[config.mk]
export PLATFORM = sky130hd
export DESIGN_NAME = uart_cmd_rx
export DESIGN_NICKNAME = d
export VERILOG_FILES = /design/src/rtl/uart_rx_pkg.sv /design/src/rtl/uart_baud_tick.sv /design/src/rtl/uart_cmd_rx.sv
export SDC_FILE = /design/constraint.sdc
export NUM_CORES = 1
export LEC_CHECK = 0
export CORE_UTILIZATION = 45
export CTS_CLUSTER_SIZE = 10
export DETAILED_ROUTE_END_ITERATION = 10
export SETUP_SLACK_MARGIN = 0.1
export SLEW_MARGIN = 20
export SYNTH_ARGS = -nofsm -noshare
export SYNTH_HDL_FRONTEND = slang
export SYNTH_SLANG_ARGS = --single-unit
[constraint.sdc]
create_clock -name clk -period 2.2 [get_ports clk]
set_input_delay 0.22 -clock clk [delete_from_list [all_inputs] [get_ports clk]]
set_output_delay 0.22 -clock clk [all_outputs]
set_load 0.01 [all_outputs]
[src/rtl/uart_rx_pkg.sv]
// Shared types and constants for the UART command receiver and the servo command decoder.
package uart_rx_pkg;

  typedef enum logic [2:0] {
    StIdle,
    StStart,
    StData,
    StParity,
    StStop,
    StBreak
  } rx_state_e;

  localparam int unsigned SAMPLE_MID = 8;
  localparam int unsigned OVERSAMPLE = 16;

  // Command ranges the servo stage decodes from the held byte.
  localparam logic [7:0] POS_MIN  = 8'd1;
  localparam logic [7:0] POS_MAX  = 8'd16;
  localparam logic [7:0] STOR_MIN = 8'd103;
  localparam logic [7:0] STOR_MAX = 8'd113;

  // Round-to-nearest clocks per oversample tick.
  function automatic int unsigned baud_div(input int unsigned clk_hz, input int unsigned baud,
                                           input int unsigned os);
    return (clk_hz + (baud * os) / 2) / (baud * os);
  endfunction

endpackage

[src/rtl/uart_baud_tick.sv]
// Free-running oversample tick: one-cycle pulse every baud_div() clocks.
module uart_baud_tick #(
  parameter int unsigned CLK_HZ     = 50000000,
  parameter int unsigned BAUD       = 9600,
  parameter int unsigned OVERSAMPLE = 16
) (
  input  logic clk,
  input  logic rst,
  output logic tick
);
  import uart_rx_pkg::*;

  localparam int unsigned Div  = baud_div(CLK_HZ, BAUD, OVERSAMPLE);
  localparam int unsigned CntW = (Div > 1) ? $clog2(Div) : 1;

  logic [CntW-1:0] cnt_q;

  assign tick = (cnt_q == CntW'(Div - 1));

  always_ff @(posedge clk) begin
    if (rst) begin
      cnt_q <= '0;
    end else if (tick) begin
      cnt_q <= '0;
    end else begin
      cnt_q <= cnt_q + CntW'(1);
    end
  end

endmodule

[src/rtl/uart_cmd_rx.sv]
// 16x oversampled 8N1 UART receiver with held byte output and one-cycle strobes.
// Define UART_RX_PARITY_EN for an 8E1 frame with parity checking.
module uart_cmd_rx #(
  parameter int unsigned CLK_HZ     = 50000000,
  parameter int unsigned BAUD       = 9600,
  parameter int unsigned OVERSAMPLE = 16
) (
  input  logic       clk,
  input  logic       rst,
  input  logic       RxD,
  output logic [7:0] RxD_data,
  output logic       RxD_data_ready,
  output logic       RxD_idle,
  output logic       frame_err,
  output logic       parity_err
);
  import uart_rx_pkg::*;

  logic tick;

  uart_baud_tick #(
    .CLK_HZ    (CLK_HZ),
    .BAUD      (BAUD),
    .OVERSAMPLE(OVERSAMPLE)
  ) u_baud_tick (
    .clk (clk),
    .rst (rst),
    .tick(tick)
  );

  logic       rxd_meta_q, rxd_sync_q;
  logic       s7_q, s8_q;
  rx_state_e  state_q, state_d;
  logic [3:0] samp_q, samp_d;
  logic [2:0] bit_q, bit_d;
  logic [7:0] shift_q, shift_d;
  logic [7:0] data_q, data_d;
  logic       ready_q, ready_d;
  logic       ferr_q, ferr_d;
  logic       vote_now, vote;
`ifdef UART_RX_PARITY_EN
  logic       par_bad_q, par_bad_d;
  logic       perr_q, perr_d;
`endif

  assign vote_now = tick && (samp_q == 4'(SAMPLE_MID + 1));
  // Majority of counts 7, 8 and the live sample at count 9.
  assign vote = (s7_q & s8_q) | (s7_q & rxd_sync_q) | (s8_q & rxd_sync_q);

  always_comb begin
    state_d = state_q;
    samp_d  = tick ? samp_q + 4'd1 : samp_q;
    bit_d   = bit_q;
    shift_d = shift_q;
    data_d  = data_q;
    ready_d = 1'b0;
    ferr_d  = 1'b0;
`ifdef UART_RX_PARITY_EN
    par_bad_d = par_bad_q;
    perr_d    = 1'b0;
`endif
    unique case (state_q)
      StIdle: begin
        if (!rxd_sync_q) begin
          samp_d  = 4'd0;
          state_d = StStart;
        end
      end
      StStart: begin
        if (vote_now) begin
          state_d = vote ? StIdle : StData;
          bit_d   = 3'd0;
        end
      end
      StData: begin
        if (vote_now) begin
          shift_d = {vote, shift_q[7:1]};
          bit_d   = bit_q + 3'd1;
          if (bit_q == 3'd7) begin
`ifdef UART_RX_PARITY_EN
            state_d = StParity;
`else
            state_d = StStop;
`endif
          end
        end
      end
`ifdef UART_RX_PARITY_EN
      StParity: begin
        if (vote_now) begin
          par_bad_d = vote != (^shift_q);
          state_d   = StStop;
        end
      end
`endif
      StStop: begin
        if (vote_now) begin
          if (vote) begin
            state_d = StIdle;
`ifdef UART_RX_PARITY_EN
            if (par_bad_q) begin
              perr_d = 1'b1;
            end else begin
              data_d  = shift_q;
              ready_d = 1'b1;
            end
`else
            data_d  = shift_q;
            ready_d = 1'b1;
`endif
          end else begin
            ferr_d  = 1'b1;
            samp_d  = 4'd0;
            state_d = StBreak;
          end
        end
      end
      StBreak: begin
        // Line must stay high for a whole bit time before we re-arm.
        if (!rxd_sync_q) begin
          samp_d = 4'd0;
        end else if (tick && samp_q == 4'd15) begin
          state_d = StIdle;
        end
      end
      default: state_d = StIdle;
    endcase
  end

  always_ff @(posedge clk) begin
    if (rst) begin
      rxd_meta_q <= 1'b1;
      rxd_sync_q <= 1'b1;
      s7_q       <= 1'b1;
      s8_q       <= 1'b1;
      state_q    <= StIdle;
      samp_q     <= 4'd0;
      bit_q      <= 3'd0;
      shift_q    <= 8'h00;
      data_q     <= 8'h00;
      ready_q    <= 1'b0;
      ferr_q     <= 1'b0;
    end else begin
      rxd_meta_q <= RxD;
      rxd_sync_q <= rxd_meta_q;
      if (tick && samp_q == 4'(SAMPLE_MID - 1)) s7_q <= rxd_sync_q;
      if (tick && samp_q == 4'(SAMPLE_MID)) s8_q <= rxd_sync_q;
      state_q    <= state_d;
      samp_q     <= samp_d;
      bit_q      <= bit_d;
      shift_q    <= shift_d;
      data_q     <= data_d;
      ready_q    <= ready_d;
      ferr_q     <= ferr_d;
    end
  end

`ifdef UART_RX_PARITY_EN
  always_ff @(posedge clk) begin
    if (rst) begin
      par_bad_q <= 1'b0;
      perr_q    <= 1'b0;
    end else begin
      par_bad_q <= par_bad_d;
      perr_q    <= perr_d;
    end
  end

  assign parity_err = perr_q;
`else
  assign parity_err = 1'b0;
`endif

  assign RxD_data       = data_q;
  assign RxD_data_ready = ready_q;
  assign frame_err      = ferr_q;
  assign RxD_idle       = (state_q == StIdle);

endmodule

==> reports/qor.txt, run 1 <==
Routed vias = 1505
Detailed Route WL = 3.52 mm
Finish-stage setup viols = 0
Pwr dens = 607 nW/um^2
Ports = 15
Min-delay worst type = flop to flop
Pin slew with the least headroom to its limit = 0.618 ns
YS warnings = 0
Met1 global-route usage = 22.6%
#FFs+latches synth = 41
Synth Instances = 211
Die Y = 66.3 um
Core footprint = 3970 um^2
Vias in the first global route = 1398
FP Rows = 23
CTS Buf Count = 5
Final Max Slew Viols = 0
Nets = 236
Clock Power Share = 37.7%
Final min period = 1.94 ns
CTS HTree Levels = 2
Net Sw Power = 0.281 mW
Worst hold slack = 0.413 ns
First-pass GRT wire length = 5.97 mm
Predominant post-synthesis flop cell = dfxtp_1
Starting utilization of the core area = 46.8%
Status = finished, final reports clean
Setup Crit Path Kind = flop to flop
Grt total ovfl = 0
Leading area contributor after synthesis = dfxtp_1
Die area = 4400 um^2
Largest net degree at the start of global routing = 25
Routability cong. = 0.793
Clock root buffer = clkbuf_8
# Max-Cap Violations = 0
Gr busiest metal = met2
Gr usage total = 17.8%
Final Power = 1.30 mW
Sw Share = 21.6%
Final Cycle Share = 88.4%
Sequential share of power = 58.4%
Int Pwr = 1.02 mW
Mapped Area = 1860 um^2
Post-synth top area share = 44.1%
Vias/cell = 5.45
Comb pwr share = 3.9%
DRT antenna net count = 0
DR pass1 iterations = 4
Synth-to-layout area growth = 15.2%
Sequential area share after synthesis = 44.1%
CP Capture Type = flop
Final hold violation count = 0
Fmax = 514 MHz
Share of layout cells above drive strength 1 = 9.29%
Slew margin rel. = 58.7%
Clock transition at path regs = 0.08 ns
Mean Syn Cell Area = 8.82 um^2
Commonest non-fill, non-tap cell in the layout = dfxtp_1
Placed Instances = 269
CP required = 2.36 ns
Clock skew = 0.0102 ns
I/O Buffers = 13
GR Layer Usage met3 = 4.48%
Post-DP HPWL = 2.59 mm
Element type at the critical path start = flop
CTS tree = done
Total negative slack = 0 ns
Number of antenna diodes = 0
Final design utilization = 54.0%
GR Util met2 = 27.9%
Routed len/inst = 12.7 um
Async set-reset flop share out of synthesis = 0%
DR iter-0 viols = 130
Post-synth EDFFs = 0
P_leak = 0.736 nW
VDD IR max = 0.000461 V
Synth unique cells = 42
Non-Filler Instances = 276
# clock sinks = 41
Crit-path max FO = 5
Max Root-Sink Buffers = 2
Top post-synthesis cells by area = dfxtp_1, mux2i_1, ha_1, nor2_1, a21oi_1
DRC Markers = 0
Skew-Pair Late Insertion Delay = 0.29 ns
RSZ-0062 raised after global routing = no
Commonest cells after routing, fill and taps aside = dfxtp_1, nor2_1, a21oi_1, o21ai_0
WP data arrival = 2.11 ns
Die Wd = 66.3 um
Syn Nets = 221
Cts hold-fix bufs = 0
Fillers = 380
Initial antenna violation count = 0
[through the flow]
stage                     area (um^2)  worst slack, ns
after floorplan                  1860            0.286
after global placement           2050            0.227
after detailed placement         2050            0.209
after CTS                        2140            0.189
after global routing             2140            0.127
final                            2140            0.256
[final timing paths]
path,from,to,slack (ns),cells after the start
worst max-delay path,u_baud_tick.cnt_q[5]$_SDFF_PP0_,state_q[2]$_SDFFE_PP0P_,0.26,5
worst min-delay path,rxd_meta_q$_SDFF_PP1_,rxd_sync_q$_SDFF_PP1_,0.41,1
worst max register to register,u_baud_tick.cnt_q[5]$_SDFF_PP0_,state_q[2]$_SDFFE_PP0P_,0.26,5
worst min register to register,rxd_meta_q$_SDFF_PP1_,rxd_sync_q$_SDFF_PP1_,0.41,1
[logic make-up (layout without fill, tap and decap cells)]
| logic type | after synthesis | after routing | share of synthesized area [%] |
|---|---|---|---|
| flip-flops | 41 | 41 | 44.1 |
| other | 1 | 1 | 0.202 |
| adder cells (fa/ha/maj) | 8 | 8 | 5.25 |
| multiplexers | 9 | 9 | 4.84 |
| XOR/XNOR | 11 | 11 | 5.18 |
| AO/OA/AOI/OAI | 42 | 42 | 13.0 |
| buffers and inverters | 20 | 35 | 4.64 |
| AND/OR/NAND/NOR | 79 | 79 | 22.7 |
[final cells by class]
class / count / area, um^2 / share of cell area, %
tap: 50 / 62.6 / 2.92
clock buffer: 6 / 82.6 / 3.85
multi-input combinational: 150 / 957 / 44.7
sequential: 41 / 821 / 38.3
inverter: 8 / 30.0 / 1.40
timing repair buffer: 20 / 183 / 8.52
clock inverter: 1 / 7.51 / 0.350
[power by group through the flow]
stage / Clock (mW) / Combinational [mW] / Sequential, mW
2_1_floorplan: 0 / 0.0402 / 0.772
3_3_place_gp: 0 / 0.0510 / 0.776
3_5_place_dp: 0 / 0.0513 / 0.776
4_1_cts: 0.497 / 0.0516 / 0.759
5_1_grt: 0.532 / 0.0588 / 0.760
6_report: 0.490 / 0.0512 / 0.759
[Yosys cell counts, types with 2 or more instances]
cell type	instances
nand4_1	4
nor3_1	5
nor4b_1	2
inv_1	8
nor2_1	23
mux2i_1	9
a21oi_1	16
o32ai_1	2
nand3b_1	3
nand3_1	13
nand2_1	11
or3_1	2
o21ai_0	15
buf_4	2
or2_2	3
a211oi_1	2
xnor2_1	6
xor2_1	5
buf_2	3
dfxtp_1	41
clkbuf_1	7
ha_1	7
nor2b_1	3
[routing by layer]
layer | part of all wire [%] | wire, um
met1 | 49 | 1720
met3 | 2.8 | 100
met5 | 0 | 0
met4 | 2.2 | 76
met2 | 46 | 1620
[flip-flops by register name, indices dropped and copies added, names as in the netlist, 3 cells and up]
name               flops
samp_q                 4
state_q                3
shift_q                8
bit_q                  3
u_baud_tick.cnt_q      9
RxD_data               8
[timing repair]
| item | in CTS | in global routing |
|---|---|---|
| endpoints found under the hold margin | 0 | 0 |
| gates resized for setup | 0 | 1 |
| endpoints found under the setup margin | 0 | 4 |
| setup buffers | 0 | 0 |
[worst max-delay path: stages (launching register included)]
cell	delay (ns)
dfxtp_1	0.36
or4b_4	0.58
buf_4	0.17
o311a_1	0.36
a221oi_1	0.23
o32ai_1	0.13
Power figures use the tool's default switching activity.
==> run 2, diff against run 1 <==
--- a/config.mk
+++ b/config.mk
@@ -8,6 +8,7 @@
 export CORE_UTILIZATION = 45
 export CTS_CLUSTER_SIZE = 10
 export DETAILED_ROUTE_END_ITERATION = 10
+export REMOVE_ABC_BUFFERS = 1
 export SETUP_SLACK_MARGIN = 0.1
 export SLEW_MARGIN = 20
 export SYNTH_ARGS = -nofsm -noshare
==> reports/qor.txt, run 2 (synthesized netlist as in run 1, its figures left out) <==
# Max-Cap Violations = 0
CTS HTree Levels = 2
Pwr dens = 596 nW/um^2
Fillers = 358
Final Max Slew Viols = 0
FF/Latch Area = 821 um^2
Crit-path slowest cell = or4b_1
Initial antenna violation count = 0
Worst hold slack = 0.415 ns
Fmax = 504 MHz
Clock root buffer = clkbuf_8
I/O Buffers = 13
Element type at the critical path start = flop
Vias/cell = 5.51
R2r worst-path depth = 4
# clock sinks = 41
Hold path startpoint = rxd_meta_q$_SDFF_PP1_
Share of layout cells above drive strength 1 = 11.6%
Max FFs per register = 9
Die area = 4400 um^2
Setup ws final = 0.214 ns
CTS Buf Count = 5
DRT antenna net count = 0
Vias in the first global route = 1478
Final min period = 1.99 ns
Post-CTS Repair Setup Buffers = 0
DP Area = 2080 um^2
Die Wd = 66.3 um
Slew margin rel. = 64.1%
Worst R2R End = bit_q[0]$_SDFFE_PP0P_
Max Root-Sink Buffers = 2
Min-delay worst type = flop to flop
Hold EP = rxd_sync_q$_SDFF_PP1_
RSZ-0062 raised after global routing = no
Crit path launch = u_baud_tick.cnt_q[5]$_SDFF_PP0_
Commonest cells after routing, fill and taps aside = dfxtp_1, nor2_1, a21oi_1, o21ai_0, buf_4
Commonest non-fill, non-tap cell in the layout = dfxtp_1
Core footprint = 3970 um^2
Final Cycle Share = 90.3%
Post-DP HPWL = 2.79 mm
Setup Crit Path Kind = flop to flop
DR pass1 iterations = 5
DRC Markers = 0
Total negative slack = 0 ns
Crit-path max FO = 11
Ports = 15
CP Capture Type = flop
Die Y = 66.3 um
Reg2Reg Setup Slack = 0.21 ns
Nets = 243
DR iter-0 viols = 111
CTS tree = done
First-pass GRT wire length = 6.61 mm
Starting utilization of the core area = 46.8%
Number of antenna diodes = 0
Skew-Pair Late Insertion Delay = 0.29 ns
Routed len/inst = 13.2 um
Clock transition at path regs = 0.08 ns
Status = finished, final reports clean
Dpl ws = 0.188 ns
Largest net degree at the start of global routing = 15
Post_cts resized = 0
Largest Register = u_baud_tick.cnt_q
Hold path cells = 1
Design area = 2190 um^2
Clock skew = 0.00609 ns
Grt total ovfl = 0
Detailed Route WL = 3.73 mm
Crit Reg-Reg Startpoint = u_baud_tick.cnt_q[5]$_SDFF_PP0_
CP required = 2.42 ns
Critical Path, Cell by Cell = or4b_1 > or3_4 > or3_1 > a21oi_1
FP Rows = 23
VDD IR max = 0.000368 V
Gr usage total = 19.7%
Finish-stage setup viols = 0
Routability cong. = 0.869
Final Power = 1.31 mW
Routed vias = 1560
Cts hold-fix bufs = 0
P_leak = 0.766 nW
Synth-to-layout area growth = 17.8%
Pin slew with the least headroom to its limit = 0.534 ns
Final hold violation count = 0
CP max stage delay = 0.59 ns
WP data arrival = 2.20 ns
Multi-input combinational cell area = 953 um^2
run 2: changes by cell type in the layout (fill, tap and decap cells not counted):
| cell | delta |
|---|---|
| or4b_1 | +1 |
| or4b_4 | -1 |
| buf_4 | +7 |
run 2: cell type report:
class | count | area share (%)
Clock inverter | 1 | 0.342
Sequential cell | 41 | 37.4
Multi-Input combinational cell | 150 | 43.5
Tap cell | 50 | 2.85
Timing Repair Buffer | 27 | 10.7
Inverter | 8 | 1.37
Clock buffer | 6 | 3.77
run 2: worst max-delay path by stage:
stage	end	slack [ns]	cells past startpoint
finish	bit_q[0]$_SDFFE_PP0P_	0.21	4
global route	bit_q[0]$_SDFFE_PP0P_	0.12	4
CTS	bit_q[0]$_SDFFE_PP0P_	0.17	4
detailed placement	bit_q[0]$_SDFFE_PP0P_	0.19	4
global placement	bit_q[0]$_SDFFE_PP0P_	0.25	4
floorplan	shift_q[0]$_SDFFE_PP0P_	-0.11	4
run 2: layer usage:
metal  GRT usage (%)  routed length [um]  vias up
li1                -                   -      780
met1            25.2                1780      741
met2            31.5                1810       37
met3            5.34                 118        2
met4            7.18                  20        0
met5               0                   0        -
run 2: report_power, final:
group / internal [mW] / switching, mW / total, mW
combinational: 0.0232 / 0.0305 / 0.0537
sequential: 0.749 / 0.00987 / 0.759
clock: 0.248 / 0.246 / 0.494
run 2: through the flow:
| stage | util, % | instances |
|---|---|---|
| 3_5_place_dp | 52.4 | 273 |
| 6_report | 55.2 | 283 |
| 4_1_cts | 54.6 | 280 |
| 3_3_place_gp | 52.4 | 273 |
| 5_1_grt | 55.2 | 283 |
| 2_1_floorplan | - | 199 |
run 2: worst max-delay path: cells and delay by family (launching register included):
family	cells	cell delay, ns
flops	1	0.36
simple gates	3	1.41
compound gates	1	0.15
